## config.mk

```make
export PLATFORM = sky130hd
export DESIGN_NAME = halton_minimal_flat
export DESIGN_NICKNAME = d
export VERILOG_FILES = /design/src/rtl/halton_minimal_if.sv /design/src/rtl/halton_minimal.sv /design/src/flat_wrapper.sv
export SDC_FILE = /design/constraint.sdc
export NUM_CORES = 1
export LEC_CHECK = 0
export BUFFER_PORTS_ARGS = -buffer_cell sky130_fd_sc_hd__buf_2
export CORE_MARGIN = 3
export CORE_UTILIZATION = 30
export CTS_CLUSTER_SIZE = 14
export DETAILED_ROUTE_END_ITERATION = 12
export GPL_TIMING_DRIVEN = 0
export PLACE_DENSITY = 0.57
export SLEW_MARGIN = 20
export SYNTH_ARGS = -nofsm -noshare
export SYNTH_HDL_FRONTEND = slang
export SYNTH_SLANG_ARGS = --single-unit
```

## constraint.sdc

```tcl
create_clock -name clk -period 12.85 [get_ports clk]
set_clock_uncertainty 0.2 [all_clocks]
set_input_delay 1.9275 -clock clk [delete_from_list [all_inputs] [get_ports clk]]
set_output_delay 1.9275 -clock clk [all_outputs]
set_load 0.02 [all_outputs]
```

## src/rtl/halton_minimal_if.sv

```systemverilog
// rtl/halton_minimal_if.sv - request/result bundle for the Halton sequence generator
interface halton_minimal_if;
  logic        pop_enable;
  logic [31:0] seed;
  logic        reseed_enable;
  logic [31:0] halton_out_0;
  logic [31:0] halton_out_1;
  logic        valid;

  modport master (
    output pop_enable, seed, reseed_enable,
    input  halton_out_0, halton_out_1, valid
  );

  modport slave (
    input  pop_enable, seed, reseed_enable,
    output halton_out_0, halton_out_1, valid
  );
endinterface

```

## src/rtl/halton_minimal.sv

```systemverilog
// rtl/halton_minimal.sv - 2-D Halton (bases 2,3) generator, one ternary digit per cycle
// Optional HALTON_POP_PENDING_EN: remember one pop that arrives during a calculation.
module halton_minimal (
  input  logic             clk,
  input  logic             rst_n,
  halton_minimal_if.slave  bus
);
  typedef enum logic {IDLE, CALC} state_t;

  state_t      state, state_next;
  logic [31:0] k, w, k_inc, q;
  logic [15:0] acc3, acc3_next, weight, v2, v2_next;
  logic [3:0]  d;
  logic [1:0]  r;
  logic        pop_req, accept, done;

`ifdef HALTON_POP_PENDING_EN
  logic pending;
  assign pop_req = bus.pop_enable | pending;
`else
  assign pop_req = bus.pop_enable;
`endif

  assign k_inc = k + 32'd1;
  assign q     = w / 32'd3;
  assign r     = 2'(w - q * 32'd3);

  // Digit d lands at weight 3^(9-d): the radical inverse mirrors digit order.
  always_comb begin
    weight = 16'd0;
    case (d)
      4'd0:    weight = 16'd19683;
      4'd1:    weight = 16'd6561;
      4'd2:    weight = 16'd2187;
      4'd3:    weight = 16'd729;
      4'd4:    weight = 16'd243;
      4'd5:    weight = 16'd81;
      4'd6:    weight = 16'd27;
      4'd7:    weight = 16'd9;
      4'd8:    weight = 16'd3;
      4'd9:    weight = 16'd1;
      default: weight = 16'd0;
    endcase
  end

  assign acc3_next = acc3 + ({14'd0, r} * weight);

  always_comb begin
    v2_next = 16'd0;
    for (int i = 0; i < 16; i++) v2_next[i] = k_inc[15-i];
  end

  always_ff @(posedge clk or negedge rst_n) begin
    if (!rst_n) state <= IDLE;
    else        state <= state_next;
  end

  always_comb begin
    state_next = state;
    case (state)
      IDLE:    if (accept) state_next = CALC;
      CALC:    if (done)   state_next = IDLE;
      default: state_next = IDLE;
    endcase
  end

  // Reseed beats a pop in IDLE; the discarded pop is not remembered.
  always_comb begin
    accept = 1'b0;
    done   = 1'b0;
    if (state == IDLE) accept = pop_req & ~bus.reseed_enable;
    if (state == CALC) done   = (d == 4'd9);
  end

  always_ff @(posedge clk or negedge rst_n) begin
    if (!rst_n) begin
      k                <= 32'd0;
      w                <= 32'd0;
      acc3             <= 16'd0;
      v2               <= 16'd0;
      d                <= 4'd0;
      bus.halton_out_0 <= 32'd0;
      bus.halton_out_1 <= 32'd0;
      bus.valid        <= 1'b0;
    end else begin
      if (bus.reseed_enable) k <= bus.seed;
      else if (accept)       k <= k_inc;

      if (accept) begin
        w    <= k_inc;
        acc3 <= 16'd0;
        d    <= 4'd0;
        v2   <= v2_next;
      end else if (state == CALC) begin
        w    <= q;
        acc3 <= acc3_next;
        d    <= d + 4'd1;
      end

      bus.valid <= done;
      if (done) begin
        bus.halton_out_0 <= {16'd0, v2};
        bus.halton_out_1 <= {16'd0, acc3_next};
      end
    end
  end

`ifdef HALTON_POP_PENDING_EN
  always_ff @(posedge clk or negedge rst_n) begin
    if (!rst_n)                                      pending <= 1'b0;
    else if (accept || (state == IDLE && bus.reseed_enable)) pending <= 1'b0;
    else if (state == CALC && bus.pop_enable)        pending <= 1'b1;
  end
`endif
endmodule

```

## src/flat_wrapper.sv

```systemverilog
// flat-port wrapper written by rule: the top's interface ports become plain ports
module halton_minimal_flat 
  (clk, rst_n, bus_pop_enable, bus_seed, bus_reseed_enable, bus_halton_out_0, bus_halton_out_1, bus_valid);
  halton_minimal_if bus_i ();
  input  logic clk;
  input  logic rst_n;
  input wire logic [$bits(bus_i.pop_enable)-1:0] bus_pop_enable;
  input wire logic [$bits(bus_i.seed)-1:0] bus_seed;
  input wire logic [$bits(bus_i.reseed_enable)-1:0] bus_reseed_enable;
  output wire logic [$bits(bus_i.halton_out_0)-1:0] bus_halton_out_0;
  output wire logic [$bits(bus_i.halton_out_1)-1:0] bus_halton_out_1;
  output wire logic [$bits(bus_i.valid)-1:0] bus_valid;
  assign bus_i.pop_enable = bus_pop_enable;
  assign bus_i.seed = bus_seed;
  assign bus_i.reseed_enable = bus_reseed_enable;
  assign bus_halton_out_0 = bus_i.halton_out_0;
  assign bus_halton_out_1 = bus_i.halton_out_1;
  assign bus_valid = bus_i.valid;
  halton_minimal u_core (.clk(clk), .rst_n(rst_n), .bus(bus_i));
endmodule
```

# ---- Word level (Yosys, flattened, before mapping)
# Memories as Yosys holds them, arrays and structs flattened.
# Index checks and enable logic that the tools add are counted.
dict set report word_totals {
  reg_bits 134
  latch_bits 0
  ram_bits 0
  rom_bits 208
  out_inout_bits 65
  word_cells 36
  memories 1
}
# memory words width rd rd_clocked_by_memory_dff write_ports line_no
set memory_table {}
lappend memory_table {{(name not given)} 16 13 1 0 0 halton_minimal.sv:31} ;# case (d)
dict set report classes {
  addsub 4
  multipliers 2
  div 1
  n_lt_le_gt_ge 0
  eq_ne 1
  n_shift 0
  muxes 13
  bitwise_logic 3
  reduce_logical 2
}
# op count
set op_table {}
lappend op_table {{$mux W32} 4}
lappend op_table {{$add A32 B1 Y32 const B} 1}
lappend op_table {{$div A32 B2 Y32 const B} 1}
lappend op_table {{$mul A32 B2 Y2 const B} 1}
lappend op_table {{$mux W16} 2}
lappend op_table {{$add A16 B16 Y16} 1}
lappend op_table {{$mul A2 B16 Y16} 1}
lappend op_table {{$mux W4} 2}
lappend op_table {{$add A4 B1 Y4 const B} 1}
lappend op_table {{$eq A4 B4 Y1 const B} 1}
lappend op_table {{$mux W1} 4}
lappend op_table {{$reduce_bool A2 Y1} 2}
lappend op_table {{$not A1 Y1} 2}
lappend op_table {{$pmux W1 S2} 1}
lappend op_table {{$sub A2 B2 Y2} 1}
lappend op_table {{$and A1 B1 Y1} 1}

# ---- Longest topological paths before layout
# Gate-level depths: netlist of run 1.
dict set report logic_depth {
  depth_word 7
  mapped_depth 64
  mapped_depth_nobuf 57
}

# ---- Worst setup path before layout of run 1
# No wires, ideal clock.
dict set report synth_timing {
  path_kind {register to register}
  startpoint {register u_core.w[30]}
  endpoint {register u_core.acc3[15]}
  arrival_time_ps 12606
  required_ps 12528
  slack_ps -78
  stages_incl_launch_ff 64
  path_buffers 6
  synth_period_minus_slack_ps 12928
  cell_sequence {dfrtp_1 -> buf_2 -> and3b_1 -> or3_1 -> a32oi_2 -> and2_4 -> xnor2_1 -> o22ai_1 -> or3_1 -> buf_2 -> or3_1 -> and4_4 -> buf_6 -> and2_4 -> buf_6 -> a2111oi_4 -> nor2_1 -> or2_1 -> [... 28 more ...] -> fa_1 -> ha_1 -> fa_1 -> a21o_1 -> a21oi_1 -> o21bai_1 -> a21oi_1 -> o21bai_1 -> a21oi_1 -> o21bai_1 -> a21oi_1 -> o21bai_1 -> a21oi_1 -> o21bai_1 -> a21oi_1 -> xnor2_1 -> or4_1 -> a32o_1}
}
dict set report synth_via {
  elab_chain_len 7
}
# item line_no
set synth_rtl {}
lappend synth_rtl {{start, declared} halton_minimal.sv:11} ;# logic [31:0] k, w, k_inc, q;
lappend synth_rtl {{start signal, assigned} halton_minimal.sv:90} ;# w <= k_inc;
lappend synth_rtl {{start signal, assigned} halton_minimal.sv:95} ;# w <= q;
lappend synth_rtl {{$div A32 B2 Y32} halton_minimal.sv:25} ;# assign q = w / 32'd3;
lappend synth_rtl {{$mul A32 B2 Y2} halton_minimal.sv:26} ;# assign r = 2'(w - q * 32'd3);
lappend synth_rtl {{$sub A2 B2 Y2} halton_minimal.sv:26}
lappend synth_rtl {{$mul A2 B16 Y16} halton_minimal.sv:46} ;# assign acc3_next = acc3 + ({14'd0, r} * weight);
lappend synth_rtl {{$add A16 B16 Y16} halton_minimal.sv:46}
lappend synth_rtl {{$mux W16} halton_minimal.sv:94} ;# end else if (state == CALC) begin
lappend synth_rtl {{$mux W16} halton_minimal.sv:89} ;# if (accept) begin
lappend synth_rtl {{end signal, assigned} halton_minimal.sv:96} ;# acc3 <= acc3_next;
lappend synth_rtl {{end, declared} halton_minimal.sv:12} ;# logic [15:0] acc3, acc3_next, weight, v2, v2_next;
# No other way between the ends. The select of a mux whose other input is x is not followed.
# A chain may end at the register's enable or synchronous reset.

# ---- Worst setup path in the final report of run 1
# Ends and elaborated chain as after synthesis.

==> results of run 1 <==
==> worst max-delay path, delay by kind of cell, from the launching register on <==
kind	cells	cell delay, ps
compound gates	25	4920
xor+xnor	5	820
fa+ha+maj	5	1530
buf+inv	9	1110
flops	1	410
simple gates	20	3900
==> registers in the layout, indices dropped and copies added (netlist names) <==
name / flops
u_core.k: 32
u_core.w: 32
u_core.acc3: 16
u_core.bus.halton_out_0: 16
u_core.bus.halton_out_1: 16
u_core.v2: 16
u_core.d: 4
u_core.bus.valid: 1
u_core.state: 1
==> per-layer routing <==
metal	routed length [um]	part of all wire [%]	up-vias
met3	1950	5.5	46
met4	738	2.1	0
met1	16000	45	5212
met2	16600	47	344
li1	-	-	5228
met5	0	0	-
==> kinds of logic (layout without fill, tap and decap cells) <==
logic type / count (synthesis) / after routing / synth area share (%)
other cells: 1 / 32 / 0.0351
fa+ha+maj: 38 / 38 / 5.23
simple gates: 563 / 563 / 24.1
buf+inv: 196 / 355 / 8.51
mux: 8 / 8 / 0.832
compound gates: 397 / 397 / 25.0
xor+xnor: 59 / 59 / 4.84
flops: 134 / 134 / 31.4
==> through the flow <==
step | setup TNS [ps] | std cells
floorplan | 0 | 1427
global placement | -9180 | 1949
detailed placement | -10270 | 1950
CTS | 0 | 2015
global route | -1520 | 2041
finish | -148 | 2041
==> how the worst max path moves through the flow <==
stage / from / end
CTS: u_core.w[30] / u_core.acc3[15]
global route: u_core.w[30] / u_core.acc3[15]
finish: u_core.w[30] / u_core.acc3[15]
detailed placement: u_core.w[30] / u_core.acc3[15]
floorplan: u_core.w[30] / u_core.acc3[15]
global placement: u_core.w[31] / u_core.acc3[15]
==> final cells by class <==
type	instances	area [um^2]
Clock inverter	12	143
Clock buffer	20	457
Tap cell	455	569
Fill cell	3548	21500
Buffer	124	668
Multi-Input combinational cell	1097	7050
Inverter	72	270
Timing Repair Buffer	127	835
Sequential cell	134	3350
==> what timing repair did <==
action,in CTS,in global routing
buffers inserted,33,24
cloned,0,3
setup endpoints to repair,15,12
pin swaps,38,20
gates resized for setup,66,56
==> cell usage in the layout (no fill, tap or decap), types with 8 or more instances in the layout <==
| master | instances |
|---|---|
| a21oi_2 | 15 |
| nor3_2 | 8 |
| clkbuf_16 | 17 |
| a211oi_1 | 11 |
| o21ai_1 | 8 |
| o21ai_0 | 93 |
| o21bai_1 | 10 |
| and3_1 | 14 |
| o211ai_1 | 17 |
| buf_4 | 86 |
| nand2_1 | 253 |
| o221ai_1 | 10 |
| buf_2 | 72 |
| nor2b_1 | 12 |
| buf_6 | 10 |
| o22ai_1 | 20 |
| and2_1 | 13 |
| a31oi_1 | 15 |
| nand2b_1 | 12 |
| ha_1 | 25 |
| inv_1 | 67 |
| fa_1 | 10 |
| xnor2_1 | 34 |
| nor4_1 | 8 |
| nor3_1 | 25 |
| conb_1 | 32 |
| xor2_1 | 18 |
| nand3_1 | 43 |
| clkbuf_1 | 72 |
| dfrtp_1 | 133 |
| a21oi_1 | 74 |
| nor2_1 | 107 |
==> results.sh, run 1 <==
export IMPL_wl_per_cell_um=17.3
export IMPL_grt_usage_pct=17.8
export IMPL_timing_worst_setup_path_type="register to register"
export IMPL_vias_per_cell=5.31
export IMPL_outcome="complete, but fails checks"
export IMPL_grt_pass1_vias=10000
export IMPL_yosysTopAreaCell="dfrtp_1"
export IMPL_hold_depth=2
export IMPL_core_area_um2=34800
export IMPL_use_met1_pct=24.4
export IMPL_drt_iter0_markers=890
export IMPL_ios=101
export IMPL_n_antenna_cell=0
export IMPL_synthFlopType="dfrtp_1"
export IMPL_max_freq_ghz=0.0769
export IMPL_ctsHoldBuffers=0
export IMPL_crit_slowest_cell="fa_1"
export IMPL_ff2ff_setup_slack_ps=-150
export IMPL_critical_path_required_ps=12970
export IMPL_drcViolationCount=0
export IMPL_synth_cells=1396
export IMPL_grt_start_max_net_pins=73
export IMPL_hold_viol_final=0
export IMPL_top_usage_layer="met2"
export IMPL_clock_sinks=134
export IMPL_rr_endpoint="u_core.acc3[15]"
export IMPL_postLayoutCellArea_um2=13300
export IMPL_die_h_um=195
export IMPL_ys_seq_area_share_pct=31.4
export IMPL_gp_congestion=0.859
export IMPL_yosysWarnings=0
export IMPL_cp_common_cell="buf_6"
export IMPL_synth_edff_count=0
export IMPL_cts_buffers=17
export IMPL_synthTopCellsByCount="nand2_1 (259), dfrtp_1 (134), nor2_1 (113)"
export IMPL_hold_class="register to register"
export IMPL_core_rowCount=68
export IMPL_dpl_hpwl_um=24800
export IMPL_slew_headroom_pct=29.9
export IMPL_whs_ps=273
export IMPL_ys_seq_elements=134
export IMPL_dr_pass1_iters=5
export IMPL_slew_violations=0
export IMPL_finalCritPeriodShare_pct=101
export IMPL_reg2reg_from="u_core.w[30]"
export IMPL_ant_nets=0
export IMPL_port_buffers=67
export IMPL_drive_gt1_share_pct=20.1
export IMPL_r2r_cells=64
export IMPL_antenna_found_initial=0
export IMPL_tightest_slew_ps=1050
export IMPL_nNetsFinal=1647
export IMPL_dieArea_um2=37900
export IMPL_die_x_um=195
export IMPL_drv_cap=0
export IMPL_vias=10800
export IMPL_async_reset_ff_share_pct=100
export IMPL_hold_path_endpoint="u_core.bus.halton_out_1[1]"
export IMPL_overflow=0
export IMPL_use_met3_pct=2.25
export IMPL_clk_pin_slew_ps=60
export IMPL_cts_root_buf="clkbuf_16"
export IMPL_h_tree_depth=4
export IMPL_grt_use_met2_pct=29.6
export IMPL_yosys_cell_types_count=98
export IMPL_crit_arrival_ps=13110
export IMPL_cts_tree="done"
export IMPL_place_ws_ps=-1760
export IMPL_yosys_top_cells_area="dfrtp_1 (31%), nand2_1 (9.1%), o21ai_0 (4.7%), a21oi_1 (4.1%), nor2_1 (4.0%)"
export IMPL_critPathLaunchType="register"
export IMPL_period_needed_ps=13000
export IMPL_min_from="u_core.bus.halton_out_1[1]"
export IMPL_fin_ws_ps=-148
export IMPL_syn_avg_cell_area_um2=7.65
export IMPL_cts_buffer_depth=2
export IMPL_syn_area_um2=10700
export IMPL_yosysTopAreaCellShare_pct=31.4
export IMPL_rsz0062_at_grt="true"
export IMPL_drt_wl_total_um=35300
export IMPL_crit_path_max_incr_delay_ps=470
export IMPL_post_route_util_pct=38.4
export IMPL_areaGrowthSynthToFinish_pct=25.0
export IMPL_cp_end_kind="register"
export IMPL_setup_violations=1
export IMPL_violations="negative setup slack"
export IMPL_grt_pass1_wl_um=55000
export IMPL_start_util_pct=30.7
export IMPL_placed_cell_area_um2=11700
export IMPL_crit_fanout=10
export IMPL_synth_most_common_cell="nand2_1"
export IMPL_clock_latency_ps=430
Power of run 1 is left out: the tool's default activity adds up to more than one toggle a clock period on the data nets, which glitch-free logic cannot reach.
==> run 2: changes to the inputs <==
- CORE_MARGIN: 3 -> 1
==> results.sh, run 2 (same netlist as run 1, synthesis figures left out) <==
export IMPL_layout_common_cells="nand2_1 (255), dfrtp_1 (133), nor2_1 (108), o21ai_0 (94), buf_4 (91)"
export IMPL_max_freq_ghz=0.0767
export IMPL_ant_nets=0
export IMPL_ctsHoldBuffers=0
export IMPL_placed_cell_area_um2=11700
export IMPL_vias=10800
export IMPL_critPathLaunchType="register"
export IMPL_crit_slowest_cell="fa_1"
export IMPL_clock_sinks=134
export IMPL_drt_wl_total_um=35100
export IMPL_cp_end_kind="register"
export IMPL_cp_common_cell="buf_6"
export IMPL_largestRegisters="u_core.k x32, u_core.w x32"
export IMPL_hold_depth=2
export IMPL_die_h_um=191
export IMPL_areaGrowthSynthToFinish_pct=24.7
export IMPL_finalCritPeriodShare_pct=101
export IMPL_postLayoutCellArea_um2=13300
export IMPL_wl_per_cell_um=17.2
export IMPL_drcViolationCount=0
export IMPL_layout_commonest_cell="nand2_1"
export IMPL_dieArea_um2=36300
export IMPL_crit_arrival_ps=13140
export IMPL_port_buffers=67
export IMPL_dp_cells=1950
export IMPL_critical_path_required_ps=12960
export IMPL_antenna_found_initial=2
export IMPL_final_cells=2042
export IMPL_cts_buffers=17
export IMPL_slew_headroom_pct=32.2
export IMPL_r2r_cells=64
export IMPL_clk_pin_slew_ps=60
export IMPL_cts_tree="done"
export IMPL_period_needed_ps=13030
export IMPL_drv_cap=0
export IMPL_start_util_pct=30.7
export IMPL_grt_start_max_net_pins=80
export IMPL_rsz0062_at_grt="true"
export IMPL_die_x_um=191
export IMPL_nNetsFinal=1648
export IMPL_timing_worst_setup_path_type="register to register"
export IMPL_clock_latency_ps=430
export IMPL_cts_buffer_depth=2
export IMPL_outcome="complete, but fails checks"
export IMPL_core_area_um2=34800
export IMPL_setup_tns_ps=-180
export IMPL_dr_pass1_iters=5
export IMPL_overflow=0
export IMPL_n_antenna_cell=0
export IMPL_post_route_util_pct=38.3
export IMPL_setup_violations=1
export IMPL_hold_viol_final=0
export IMPL_drt_iter0_markers=865
export IMPL_dpl_hpwl_um=24600
export IMPL_crit_fanout=10
export IMPL_tightest_slew_ps=1020
export IMPL_grt_pass1_wl_um=56100
export IMPL_gp_congestion=0.868
export IMPL_core_rowCount=68
export IMPL_violations="negative setup slack"
export IMPL_hold_class="register to register"
export IMPL_slew_violations=0
export IMPL_grt_pass1_vias=10300
export IMPL_crit_path_max_incr_delay_ps=460
export IMPL_fill_cells=3572
export IMPL_fin_ws_ps=-180
export IMPL_vias_per_cell=5.29
export IMPL_ios=101
export IMPL_h_tree_depth=4
export IMPL_cts_root_buf="clkbuf_16"
export IMPL_grt_usage_pct=19.5
export IMPL_drive_gt1_share_pct=19.7
run 2: cell types whose count changed in the layout (fill, tap and decap cells not counted), sizes merged:
cell / change
buf: +3
bufinv: -1
clkbuf: +3
clkinvlp: -1
inv: -3
run 2: final cells by class:
class | instances | area (um^2) | share of cell area (%)
Buffer | 124 | 662 | 4.97
Clock buffer | 25 | 515 | 3.87
Clock inverter | 7 | 67.6 | 0.507
Inverter | 72 | 270 | 2.03
Multi-Input combinational cell | 1097 | 7040 | 52.8
Sequential cell | 134 | 3350 | 25.2
Tap cell | 455 | 569 | 4.28
Timing Repair Buffer | 128 | 840 | 6.31
run 2: routing by layer:
| layer | vias up | wire length (um) | track usage [%] |
|---|---|---|---|
| met5 | - | 22 | 0 |
| met4 | 4 | 878 | 5.91 |
| met3 | 58 | 1890 | 2.72 |
| met2 | 322 | 16300 | 31.1 |
| met1 | 5208 | 16000 | 27.0 |
| li1 | 5214 | - | - |
run 2: stage by stage:
step,hold slack (ps),setup WS [ps]
after floorplan,239,77.9
final,270,-180
after global routing,292,-695
after CTS,275,10.0
after detailed placement,257,-1870
after global placement,256,-1670
run 2: what timing repair did:
item	4_1_cts	5_1_grt
resized for setup	78	33
buffers inserted	47	13
pin swaps	44	17
setup endpoints to repair	17	10
run 2: path summary, 6_finish.rpt:
check                                            from                    endpoint  slack, ps
setup reg to reg                         u_core.w[30]             u_core.acc3[15]       -180
min in group asynchronous                       rst_n  u_core.bus.halton_out_0[6]       1280
setup / recovery                         u_core.w[30]             u_core.acc3[15]       -180
hold / removal             u_core.bus.halton_out_1[1]  u_core.bus.halton_out_1[1]        270
max in group asynchronous                       rst_n                 u_core.k[5]      10450
hold reg to reg            u_core.bus.halton_out_1[1]  u_core.bus.halton_out_1[1]        270
run 2: worst max-delay path: cells and delay by family (launching register included):
kind	cells	cell delay [ps]
xor gates and xnor gates	4	680
AOI/OAI and AO/OA	29	5510
buffers and inverters	9	1170
DFF	1	400
adders and majority gates	5	1530
muxes	1	320
and+or+nand+nor	16	3080
Power of run 2 is left out for the same reason.
